`src/rtl/multi_button_dejitter.sv`:
```
// Multi-channel button debouncer: per-channel input inversion, 2-flop
// synchroniser, stable-count filter, press/release strobes and optional
// long-press / auto-repeat strobe.
module multi_button_dejitter #(
  parameter int                  CHANNELS     = 4,
  parameter int                  COUNT_TO     = 250000,
  parameter int                  HOLD_COUNT   = 0,
  parameter int                  REPEAT_COUNT = 0,
  parameter logic [CHANNELS-1:0] INVERT       = '0
) (
  input  logic                CLK,
  input  logic                RST_N,
  input  logic [CHANNELS-1:0] BTN_IN,
  output logic [CHANNELS-1:0] BTN_OUT,
  output logic [CHANNELS-1:0] BTN_PRESS,
  output logic [CHANNELS-1:0] BTN_RELEASE,
  output logic [CHANNELS-1:0] BTN_HOLD
);

  localparam int CW     = $clog2(COUNT_TO + 1);
  localparam int HMAX   = (HOLD_COUNT > REPEAT_COUNT) ? HOLD_COUNT : REPEAT_COUNT;
  localparam int HW_RAW = $clog2(HMAX + 1);
  localparam int HW     = (HW_RAW < 1) ? 1 : HW_RAW;

  localparam logic [CW-1:0] CNT_LAST  = CW'(COUNT_TO - 1);
  localparam logic [HW-1:0] HOLD_LAST = HW'((HOLD_COUNT > 0) ? HOLD_COUNT - 1 : 0);
  localparam logic [HW-1:0] REP_LAST  = HW'((REPEAT_COUNT > 0) ? REPEAT_COUNT - 1 : 0);

  logic [CHANNELS-1:0] s0, s1;
  logic [CHANNELS-1:0] rise, fall;
  logic [CHANNELS-1:0] held;
  logic [CW-1:0]       cnt  [CHANNELS];
  logic [HW-1:0]       hcnt [CHANNELS];

  // Invert active-low channels and bring the raw inputs into the clock domain.
  always_ff @(posedge CLK) begin
    if (!RST_N) begin
      s0 <= '0;
      s1 <= '0;
    end else begin
      s0 <= BTN_IN ^ INVERT;
      s1 <= s0;
    end
  end

  // A level change is accepted on the edge that completes COUNT_TO stable cycles.
  always_comb begin
    rise = '0;
    fall = '0;
    for (int unsigned i = 0; i < CHANNELS; i++) begin
      rise[i] = s1[i] & ~BTN_OUT[i] & (cnt[i] == CNT_LAST);
      fall[i] = ~s1[i] & BTN_OUT[i] & (cnt[i] == CNT_LAST);
    end
  end

  // Stability counter, debounced level and press/release strobes.
  always_ff @(posedge CLK) begin
    if (!RST_N) begin
      BTN_OUT     <= '0;
      BTN_PRESS   <= '0;
      BTN_RELEASE <= '0;
      for (int unsigned i = 0; i < CHANNELS; i++) cnt[i] <= '0;
    end else begin
      BTN_OUT     <= BTN_OUT ^ (rise | fall);
      BTN_PRESS   <= rise;
      BTN_RELEASE <= fall;
      for (int unsigned i = 0; i < CHANNELS; i++) begin
        if ((s1[i] == BTN_OUT[i]) || (cnt[i] == CNT_LAST)) cnt[i] <= '0;
        else                                              cnt[i] <= cnt[i] + 1'b1;
      end
    end
  end

  // Long-press timer: 'held' marks that the first hold strobe has fired, after
  // which the same counter is reused as the repeat period timer.
  always_ff @(posedge CLK) begin
    if (!RST_N) begin
      BTN_HOLD <= '0;
      held     <= '0;
      for (int unsigned i = 0; i < CHANNELS; i++) hcnt[i] <= '0;
    end else begin
      for (int unsigned i = 0; i < CHANNELS; i++) begin
        BTN_HOLD[i] <= 1'b0;
        if ((HOLD_COUNT == 0) || rise[i] || fall[i] || !BTN_OUT[i]) begin
          hcnt[i] <= '0;
          held[i] <= 1'b0;
        end else if (!held[i]) begin
          if (hcnt[i] == HOLD_LAST) begin
            BTN_HOLD[i] <= 1'b1;
            held[i]     <= 1'b1;
            hcnt[i]     <= '0;
          end else begin
            hcnt[i] <= hcnt[i] + 1'b1;
          end
        end else if (REPEAT_COUNT > 0) begin
          if (hcnt[i] == REP_LAST) begin
            BTN_HOLD[i] <= 1'b1;
            hcnt[i]     <= '0;
          end else begin
            hcnt[i] <= hcnt[i] + 1'b1;
          end
        end
      end
    end
  end

endmodule

```
`config.mk`:
```
export PLATFORM = sky130hd
export DESIGN_NAME = multi_button_dejitter
export DESIGN_NICKNAME = d
export VERILOG_FILES = /design/src/rtl/multi_button_dejitter.sv
export SDC_FILE = /design/constraint.sdc
export NUM_CORES = 1
export LEC_CHECK = 0
export ABC_AREA = 1
export CORE_ASPECT_RATIO = 1.4
export CORE_MARGIN = 2
export CORE_UTILIZATION = 52
export CTS_CLUSTER_DIAMETER = 60
export DETAILED_ROUTE_END_ITERATION = 8
export GPL_ROUTABILITY_DRIVEN = 0
export PLACE_DENSITY = 0.81
export SYNTH_ARGS = -nofsm -noshare
export SYNTH_HDL_FRONTEND = slang
export SYNTH_SLANG_ARGS = --single-unit
export TNS_END_PERCENT = 5
```
`constraint.sdc`:
```
create_clock -name CLK -period 1.6 [get_ports CLK]
set_clock_uncertainty 0.05 [all_clocks]
set_input_delay 0.48 -clock CLK [delete_from_list [all_inputs] [get_ports CLK]]
set_output_delay 0.48 -clock CLK [all_outputs]
set_load 0.05 [all_outputs]
```
---- Word-level counts from Yosys, hierarchy flattened ----
Memories as Yosys holds them, arrays and structs flattened.
Index checks and enable logic that the tools add are counted.
storage, ports and cells
  flip-flop bits (word level) ............. 20
  bits in writable memories ............... 72
  bits of input ports ..................... 6
  output and inout port bits .............. 16
  word-level logic and storage cells ...... 89
  memories kept ........................... 1
cells by class
  add/sub/neg operators ................... 4
  equal/unequal tests ..................... 8
  mux-type cells .......................... 33
  bitwise gates (word level) .............. 34
  reductions and logical operators ........ 4
memory list
  name  depth  width  rd ports  clocked after memory_dff  wr ports  line  text
  cnt   4      18     4         0                         4         32    logic [CW-1:0] cnt [CHANNELS];
operators with widths
  cell                                                             count
  18-bit 2-to-1 mux                                                8
  18-bit by 1-bit adder with 18-bit output, second input constant  4
  18-bit equality test, second input constant                      4
  1-bit 2-to-1 mux                                                 25
  1-bit bitwise AND                                                16
  1-bit inverter                                                   8
  1-bit OR                                                         8
  1-bit equality test                                              4
  1-bit logical OR                                                 4
  4-bit OR                                                         1
  4-bit XOR                                                        1

---- Depth between registers and ports, before layout ----
Gate-level depths: netlist of the first run.
An unclocked memory read counts as a cell.
  word-level depth ........................ 8
  depth in mapped cells ................... 9
  gate-level depth less buffers ........... 9

---- Worst setup path after synthesis of the first run ----
Ideal clock, no wire load.
  kind .................................... flip-flop to flip-flop
  start point ............................. register (tool-made name)
  end point ............................... memory cnt[0][53] (netlist name) (data pin)
  arrival ................................. 1547 ps
  path slack .............................. -143 ps
  stages on the path, launching flop included .. 7
  path buffers ............................ 1
  cell sequence ........................... dfxtp_1 > inv_1 > ha_1 > nor2_1 > nand2_4 > buf_6 > a21oi_1
RTL lines
  element    line
  to (decl)  32

==> impl_metrics.ini, run 1 <==
[status]
outcome = finished with violations
violations = negative setup slack

[setup_path]
crit_family = simple AND/OR/NAND/NOR gates
ff2ff_setup_slack_ns = -0.09
cp_num_cells = 8
cp.arrival_ns = 1.74
max_stage_delay_ns = 0.41
cp-endpoint = cnt[0][32]
worstPathRequired_ns = 1.64
r2r_end = cnt[0][32]
r2r-start = cnt[0][28]
critPathBufInv = 2
path_cells = inv_1 -> nand2_1 -> nor2_2 -> inv_1 -> nor2_2 -> nand3_4 -> nand2_8 -> a21oi_1
cp-start-kind = flop
cp_max_fo = 8
rr_worst_depth = 8
critPathKind = flop to flop
cp_slowest_cell = edfxtp_1
crit_path_start = cnt[0][28]
critPathCaptureType = flop

[place]
post-place-ws_ns = -0.322
placed_cell_area_um2 = 6170
place_hpwl_mm = 7.83
numPlacedInstances = 903
io_buffers = 17

[clocking]
ctsHtreeMaxLevel = 3
hold_buffers = 0
cts_tree = yes
cts.sinks = 92
clock_path_buffers = 2
clkLatencyLatePin_ns = 0.35
numCtsBuffers = 9
path_clk_slew_ns = 0.06
cts-root-buf = clkbuf_16

[yosys]
synth_cells = 648
ys_ff_latch = 92
avgSynthCellArea_um2 = 8.07
syn_area_um2 = 5230
synth_warnings = 0
yosysUniqueCellTypes = 29
ys_seq_area_share_pct = 49.0

[final_layout]
fillCellCount = 682
syn_to_final_growth_pct = 32.0
drive_gt1_share_pct = 19.0
fin_nets = 814
num_antenna_cells = 0
fin_util_pct = 70.1
final_area_um2 = 6900
instances_no_fill = 936

[detailed_routing]
dr.pass1.iters = 4
drtIter0Drc = 282
avgRoutedWirePerCell_um = 13.0
drc = 0
num_vias = 4638
ant_nets = 0
drt-total-wl_mm = 12.2
drt-vias-per-instance = 4.96

[die]
dieArea_um2 = 10900
initial_core_util_pct = 53.1
fp.dieH_um = 123
design.core.area_um2 = 9850
io_pins = 22
die_w_um = 88.7
num_rows = 43

[sta]
rsz0062_at_grt = true
setup_ws_ns = -0.0947
finalCritPeriodShare_pct = 106
hold_slack_ns = 0.365
setup_violations = 17
clock.fmax_mhz = 590
maxSlewViolCount = 0
finalCriticalPeriod_ns = 1.69
hold_viol = 0

[power]
ir_drop_mv = 0.548
leakagePower_nw = 2.84
powerDensity_nw_per_um2 = 747

[job]
drv_cap = 0

[global_routing]
grt.overflow.total = 0
grt_start_max_net_pins = 22
antenna_found_initial = 0
grt_pass1_vias = 4342
grt_pass1_wl_mm = 18.2
grt_usage_pct = 21.5

[min_path]
hold_class = flop to flop
logic make-up (layout without fill, tap and decap cells):
logic type | count (synthesis) | after routing | synth area share [%]
AND/OR/NAND/NOR | 379 | 385 | 31.6
other | 2 | 76 | 0.144
buffers and inverters | 95 | 168 | 7.71
flip-flops | 92 | 92 | 49.0
XOR/XNOR | 29 | 29 | 4.86
AO/OA/AOI/OAI | 39 | 39 | 3.83
adder cells (fa/ha/maj) | 12 | 12 | 2.87
cells in the final DEF, fill, tap and decap left out, types with 2 or more instances in the layout:
cell type / instances
nand2_1: 151
nor2_1: 114
inv_1: 84
conb_1: 76
edfxtp_1: 72
buf_4: 48
nand3_1: 33
a21oi_1: 26
xor2_1: 20
dfxtp_1: 19
nor2_2: 16
buf_12: 13
nor2_4: 12
nand3_2: 9
nand3_4: 9
xnor2_1: 9
ha_1: 9
clkbuf_16: 9
or2_2: 7
nand2_2: 6
nand4_1: 6
nor3_1: 5
clkdlybuf4s50_1: 5
nand2_4: 4
a21oi_2: 4
or2_0: 4
clkbuf_1: 4
o21ai_1: 3
nand3b_1: 3
nand2_8: 3
o21ai_0: 3
o21bai_1: 2
ha_2: 2
clkbuf_8: 2
through the flow:
step | setup TNS, ns | power [mW]
2_1_floorplan | -2.08 | 3.00
5_1_grt | -4.08 | 5.30
6_report | -1.03 | 5.15
3_3_place_gp | -15.83 | 3.08
4_1_cts | -0.0252 | 5.11
3_5_place_dp | -17.56 | 3.10
how the worst min path moves through the flow:
stage | start | end | depth (start not counted)
3_3_place_gp | s0[3] | s1[3] | 2
5_1_grt | s0[2] | s1[2] | 2
4_1_cts | s0[2] | s1[2] | 2
2_1_floorplan | s0[0] | s1[0] | 2
6_report | s0[2] | s1[2] | 2
3_5_place_dp | s0[3] | s1[3] | 2
synthesized netlist by cell type:
master / count / area, um^2
nand2_1: 159 / 597
nor2_1: 133 / 499
inv_1: 85 / 319
edfxtp_1: 72 / 2160
nand3_1: 39 / 195
a21oi_1: 30 / 150
dfxtp_1: 20 / 400
xor2_1: 20 / 175
ha_1: 12 / 150
xnor2_1: 9 / 78.8
or2_2: 8 / 50.1
o21ai_0: 7 / 35.0
nand4_1: 6 / 37.5
nor2_2: 6 / 37.5
nor3_1: 6 / 30.0
nand3_2: 5 / 50.1
buf_4: 4 / 30.0
buf_6: 4 / 45.0
or2_0: 4 / 25.0
nand2_2: 3 / 18.8
nand3b_1: 3 / 22.5
nor2_4: 3 / 33.8
conb_1: 2 / 7.51
nand3_4: 2 / 35.0
o21bai_1: 2 / 15.0
and2_1: 1 / 6.26
buf_2: 1 / 5.00
clkbuf_1: 1 / 3.75
nand2_4: 1 / 11.3
worst reg2reg max path, cell delays in order (launching register included):
cell,delay [ns]
edfxtp_1,0.41
inv_1,0.12
nand2_1,0.09
nor2_2,0.17
inv_1,0.07
nor2_2,0.13
nand3_4,0.17
nand2_8,0.16
a21oi_1,0.06
final cells by class:
class                   instances  area [um^2]  area share [%]
clock inverters                 1         8.76           0.127
inverters                      85          319            4.62
clock buffers                  15          268            3.88
repair buffers                 67          682            9.88
multi-input cells             541         2890            41.9
well taps                     135          169            2.45
flip-flops and latches         92         2560            37.2
routing by layer:
layer | routed length [um] | part of all wire (%) | track usage [%] | vias up
li1 | - | - | - | 2293
met1 | 4700 | 39 | 24.3 | 2201
met2 | 6660 | 55 | 38.4 | 120
met3 | 474 | 3.9 | 2.76 | 24
met4 | 327 | 2.7 | 11.5 | 0
met5 | 0 | 0 | 0 | -
repair_timing:
action	CTS	global route
setup endpoints to repair	66	77
buffers inserted	0	11
hold endpoints to repair	0	0
resized for setup	7	67
pin swaps	2	21
gates cloned	1	5
state kept, by name, indices dropped and copies added (netlist names), named ones only:
name / count
BTN_RELEASE: 4
s0: 4
s1: 4
BTN_PRESS: 4
cnt: 72
power breakdown:
group	internal [mW]	switching [mW]	leakage, nW	total (mW)
Combinational	0.135	0.240	1.80	0.375
Sequential	2.66	0.0826	0.906	2.75
Clock	1.14	0.886	0.134	2.03
Total	3.94	1.21	2.84	5.15
Note: power is estimated with default switching activity, not from simulation.
==> run 2, diff against run 1 <==
--- a/config.mk
+++ b/config.mk
@@ -6,6 +6,7 @@
 export NUM_CORES = 1
 export LEC_CHECK = 0
 export ABC_AREA = 1
+export ABC_CLOCK_PERIOD_IN_PS = 1600
 export CORE_ASPECT_RATIO = 1.4
 export CORE_MARGIN = 2
 export CORE_UTILIZATION = 52
@@ -16,4 +17,4 @@
 export SYNTH_ARGS = -nofsm -noshare
 export SYNTH_HDL_FRONTEND = slang
 export SYNTH_SLANG_ARGS = --single-unit
-export TNS_END_PERCENT = 5
+export TNS_END_PERCENT = 10
==> impl_metrics.ini, run 2 (synthesis gave the netlist of run 1 again) <==
[clocking]
cts_tree = yes
ctsHtreeMaxLevel = 3
clock_path_buffers = 2
numCtsBuffers = 9
clkLatencyLatePin_ns = 0.35
path_clk_slew_ns = 0.06
cts.sinks = 92
cts-root-buf = clkbuf_16

[power]
seqPwrFrac_pct = 54.2
p_int_mw = 3.92
powerDensity_nw_per_um2 = 769
ir_drop_mv = 0.556
clkPwrFrac_pct = 39.2
p_sw_share_pct = 22.7
power_frac_comb_pct = 6.6
leakagePower_nw = 2.72
p_sw_mw = 1.15

[detailed_routing]
drt-vias-per-instance = 4.75
drc = 0
drtIter0Drc = 243
ant_nets = 0
num_vias = 4372
dr.pass1.iters = 6
drt-total-wl_mm = 10.7
avgRoutedWirePerCell_um = 11.6

[final_layout]
fin_util_pct = 66.9
num_antenna_cells = 0
fin_nets = 799
most-common-layout-cells = nand2_1 (154), nor2_1 (117), inv_1 (82)
layout_commonest_cell = nand2_1
final_area_um2 = 6590
largest_register_ffs = 72
syn_to_final_growth_pct = 26.0
largest_register = cnt
drive_gt1_share_pct = 16.2

[status]
violations = negative setup slack
outcome = finished with violations

[place]
placed_cell_area_um2 = 6170
place_hpwl_mm = 7.71
io_buffers = 17

[global_routing]
grt_start_max_net_pins = 21
grt.overflow.total = 0
grt_pass1_vias = 4178
grt_usage_pct = 20.8
grt_pass1_wl_mm = 17.6
antenna_found_initial = 0

[setup_path]
path_cells = inv_1 -> nand3_1 -> nor2_1 -> nand3_2 -> nand2_8 -> a21oi_1
cp_num_cells = 6
cp-start-kind = flop
rr_worst_depth = 6
worstPathRequired_ns = 1.65
critPathBufInv = 1
crit_family = simple AND/OR/NAND/NOR gates
max_stage_delay_ns = 0.43
cp_max_fo = 16
critPathCaptureType = flop
cp_slowest_cell = edfxtp_1
critPathKind = flop to flop
cp.arrival_ns = 1.69

[sta]
finalSetupTns_ns = -0.478
rsz0062_at_grt = true
setup_violations = 18
hold_viol = 0
finalCriticalPeriod_ns = 1.64
finalCritPeriodShare_pct = 103
setup_ws_ns = -0.0412
maxSlewViolCount = 0
clock.fmax_mhz = 609

[die]
initial_core_util_pct = 53.1
die_w_um = 88.7
fp.dieH_um = 123
io_pins = 22
dieArea_um2 = 10900
num_rows = 43
design.core.area_um2 = 9850

[min_path]
worstHoldPathCells = 2
hold_class = flop to flop

[job]
drv_cap = 0
-- run 2: layout make-up --
cell class                 instances  area [um^2]
sequential                        92         2560
clock inverter                     2         8.76
fill                             775         3260
tap                              135          169
timing repair buffer              58          598
clock buffer                      14          264
multi-input combinational        535         2660
inverter                          85          319
-- run 2: final timing paths --
path / startpoint / to / slack, ns
worst max-delay path: cnt[0][22] / cnt[0][35] / -0.04
worst min-delay path: s0[2] / s1[2] / 0.36
worst max register to register: cnt[0][22] / cnt[0][35] / -0.04
worst min register to register: s0[2] / s1[2] / 0.36
-- run 2: what timing repair did --
item	CTS	global route
hold buffers	0	0
pin swaps	2	8
setup endpoints to repair	57	76
setup buffers	0	3
hold endpoints to repair	0	0
gates resized for setup	6	34
-- run 2: per-layer routing --
metal	share of wire (%)	track usage, %	wire length (um)	vias up
met5	0	0	0	-
met4	3.6	10.4	381	0
met3	3.5	4.77	372	34
met2	53	36.2	5630	101
met1	40	23.3	4310	1986
li1	-	-	-	2251
-- run 2: tightest hold or removal path: stages (launching register included) --
cell and delay, ns:
dfxtp_1 0.30, nand2_1 0.04, inv_1 0.04
-- run 2: power groups by stage --
stage / sequential, mW / clock (mW) / combinational (mW)
3_3_place_gp: 2.78 / 0 / 0.297
4_1_cts: 2.74 / 2.01 / 0.313
3_5_place_dp: 2.79 / 0 / 0.307
5_1_grt: 2.76 / 2.11 / 0.380
6_report: 2.74 / 1.99 / 0.334
2_1_floorplan: 2.78 / 0 / 0.222
-- run 2: metrics by stage --
stage	std cells	total power [mW]	worst slack, ns	hold WS [ns]
2_1_floorplan	722	3.00	-0.0602	0.340
3_3_place_gp	902	3.08	-0.227	0.345
3_5_place_dp	902	3.10	-0.278	0.351
4_1_cts	918	5.07	-0.0456	0.364
5_1_grt	921	5.25	-0.122	0.377
6_report	921	5.07	-0.0412	0.361
==> run 3, diff against run 2 <==
--- a/config.mk
+++ b/config.mk
@@ -7,13 +7,15 @@
 export LEC_CHECK = 0
 export ABC_AREA = 1
 export ABC_CLOCK_PERIOD_IN_PS = 1600
+export CELL_PAD_IN_SITES_DETAIL_PLACEMENT = 1
+export CELL_PAD_IN_SITES_GLOBAL_PLACEMENT = 2
 export CORE_ASPECT_RATIO = 1.4
 export CORE_MARGIN = 2
-export CORE_UTILIZATION = 52
+export CORE_UTILIZATION = 33
 export CTS_CLUSTER_DIAMETER = 60
 export DETAILED_ROUTE_END_ITERATION = 8
 export GPL_ROUTABILITY_DRIVEN = 0
-export PLACE_DENSITY = 0.81
+export PLACE_DENSITY = 0.83
 export SYNTH_ARGS = -nofsm -noshare
 export SYNTH_HDL_FRONTEND = slang
 export SYNTH_SLANG_ARGS = --single-unit
==> impl_metrics.ini, run 3 (synthesis gave the netlist of run 1 again) <==
[clocking]
cts_tree = yes
cts-root-buf = clkbuf_16
clkLatencyLatePin_ns = 0.35
ctsHtreeMaxLevel = 3
numCtsBuffers = 9
path_clk_slew_ns = 0.07
cts.sinks = 92
hold_buffers = 0
clock_path_buffers = 2

[detailed_routing]
dr.max_layer_used = met4
dr.pass1.iters = 4
num_vias = 4621
drc = 0
drtIter0Drc = 127
drt-vias-per-instance = 4.51
wl_met1_mm = 5.55
drt-total-wl_mm = 14.0
dr_wl_met2_mm = 7.88
avgRoutedWirePerCell_um = 13.7
dr_wl_met3_um = 249
ant_nets = 0

[setup_path]
path_cells = nor2_1 -> nand3_1 -> nor2_2 -> nand3_4 -> nand2_8 -> nor2_1
cp-start-kind = flop
critPathKind = flop to flop
worstPathRequired_ns = 1.65
max_stage_delay_ns = 0.46
critPathCaptureType = flop
critPathBufInv = 0
cp_slowest_cell = edfxtp_1
cp.arrival_ns = 1.66
crit_path_frequent_cell = nor2_1
crit_family = simple AND/OR/NAND/NOR gates
cp_max_fo = 5
ff2ff_setup_slack_ns = -0.003

[global_routing]
grt_pass1_wl_mm = 22.5
grt_pass1_vias = 4972
grt.overflow.total = 0
grt_usage_pct = 16.7
grt_start_max_net_pins = 24
antenna_found_initial = 0

[final_layout]
fin_nets = 841
drive_gt1_share_pct = 22.1
syn_to_final_growth_pct = 37.1
num_antenna_cells = 0
largest_register_ffs = 72
layout_commonest_cell = nand2_1
largest_register = cnt
most-common-layout-cells = nand2_1 (153), nor2_1 (114), inv_1 (83)

[die]
fp.dieH_um = 153
die_w_um = 110
dieArea_um2 = 16900
design.core.area_um2 = 15500
num_rows = 54
io_pins = 22
initial_core_util_pct = 33.6

[sta]
hold_slack_ns = 0.373
finalCritPeriodShare_pct = 100
setup_violations = 2
maxSlewViolCount = 0
setup_ws_ns = -0.00304
rsz0062_at_grt = true
finalCriticalPeriod_ns = 1.60
hold_viol = 0
clock.fmax_mhz = 624

[power]
power_mw = 5.21
clkPwrFrac_pct = 39.4
seqPwrFrac_pct = 52.6
power_frac_comb_pct = 8.1
p_int_mw = 3.92
powerDensity_nw_per_um2 = 727
leakagePower_nw = 2.94
p_sw_mw = 1.29
p_sw_share_pct = 24.8
ir_drop_mv = 0.437

[status]
violations = negative setup slack
outcome = finished with violations

[place]
place_hpwl_mm = 9.76
io_buffers = 17

[job]
drv_cap = 0

[min_path]
hold_class = flop to flop
run 3: cell types whose count changed in the layout (fill, tap and decap cells not counted), sizes merged:
cell | previous run | this run
clkinvlp | 0 | 1
clkbuf | 14 | 12
nand2 | 163 | 166
clkinv | 2 | 3
nand3 | 46 | 51
buf | 53 | 87
run 3: what timing repair did:
item,in CTS,in global routing
cloned,3,5
resized for setup,24,51
pin swaps,4,18
setup buffers,2,13
setup endpoints to repair,70,77
run 3: worst register-to-register path, stage by stage (launching register included):
cell and delay [ns]:
edfxtp_1 0.46, nor2_1 0.12, nand3_1 0.11, nor2_2 0.18, nand3_4 0.20, nand2_8 0.17, nor2_1 0.06
run 3: cell type report:
class | count | area (um^2)
Sequential cell | 92 | 2560
Fill cell | 1903 | 8370
Timing Repair Buffer | 92 | 861
Inverter | 85 | 322
Clock inverter | 4 | 25.0
Tap cell | 196 | 245
Multi-Input combinational cell | 543 | 2900
Clock buffer | 12 | 246
run 3: worst paths after layout:
path / start / to / cells past startpoint
setup / recovery: cnt[0][46] / cnt[0][50] / 6
hold / removal: s0[3] / s1[3] / 2
setup reg to reg: cnt[0][46] / cnt[0][50] / 6
hold reg to reg: s0[3] / s1[3] / 2
run 3: through the flow:
step | TNS, ns | cells | cell area (um^2) | utilization (%) | worst slack, ns
global route | -5.20 | 1024 | 7170 | 46.1 | -0.103
finish | -0.00479 | 1024 | 7170 | 46.1 | -0.00304
CTS | -0.0144 | 1006 | 6830 | 43.9 | -0.00743
floorplan | -1.12 | 722 | 5510 | - | -0.0602
detailed placement | -19.31 | 985 | 6410 | 41.2 | -0.330
global placement | -16.02 | 985 | 6410 | 41.2 | -0.270
run 3: power groups by stage:
stage          sequential, mW  clock [mW]  combinational (mW)
2_1_floorplan            2.78           0               0.222
3_3_place_gp             2.78           0               0.337
3_5_place_dp             2.79           0               0.349
4_1_cts                  2.74        2.10               0.371
5_1_grt                  2.75        2.19               0.474
6_report                 2.74        2.05               0.420
run 3: per-layer routing:
layer	track usage [%]	vias to the layer above
li1	-	2341
met1	18.6	2214
met2	31.1	41
met3	2.69	25
met4	6.25	0
met5	0	-
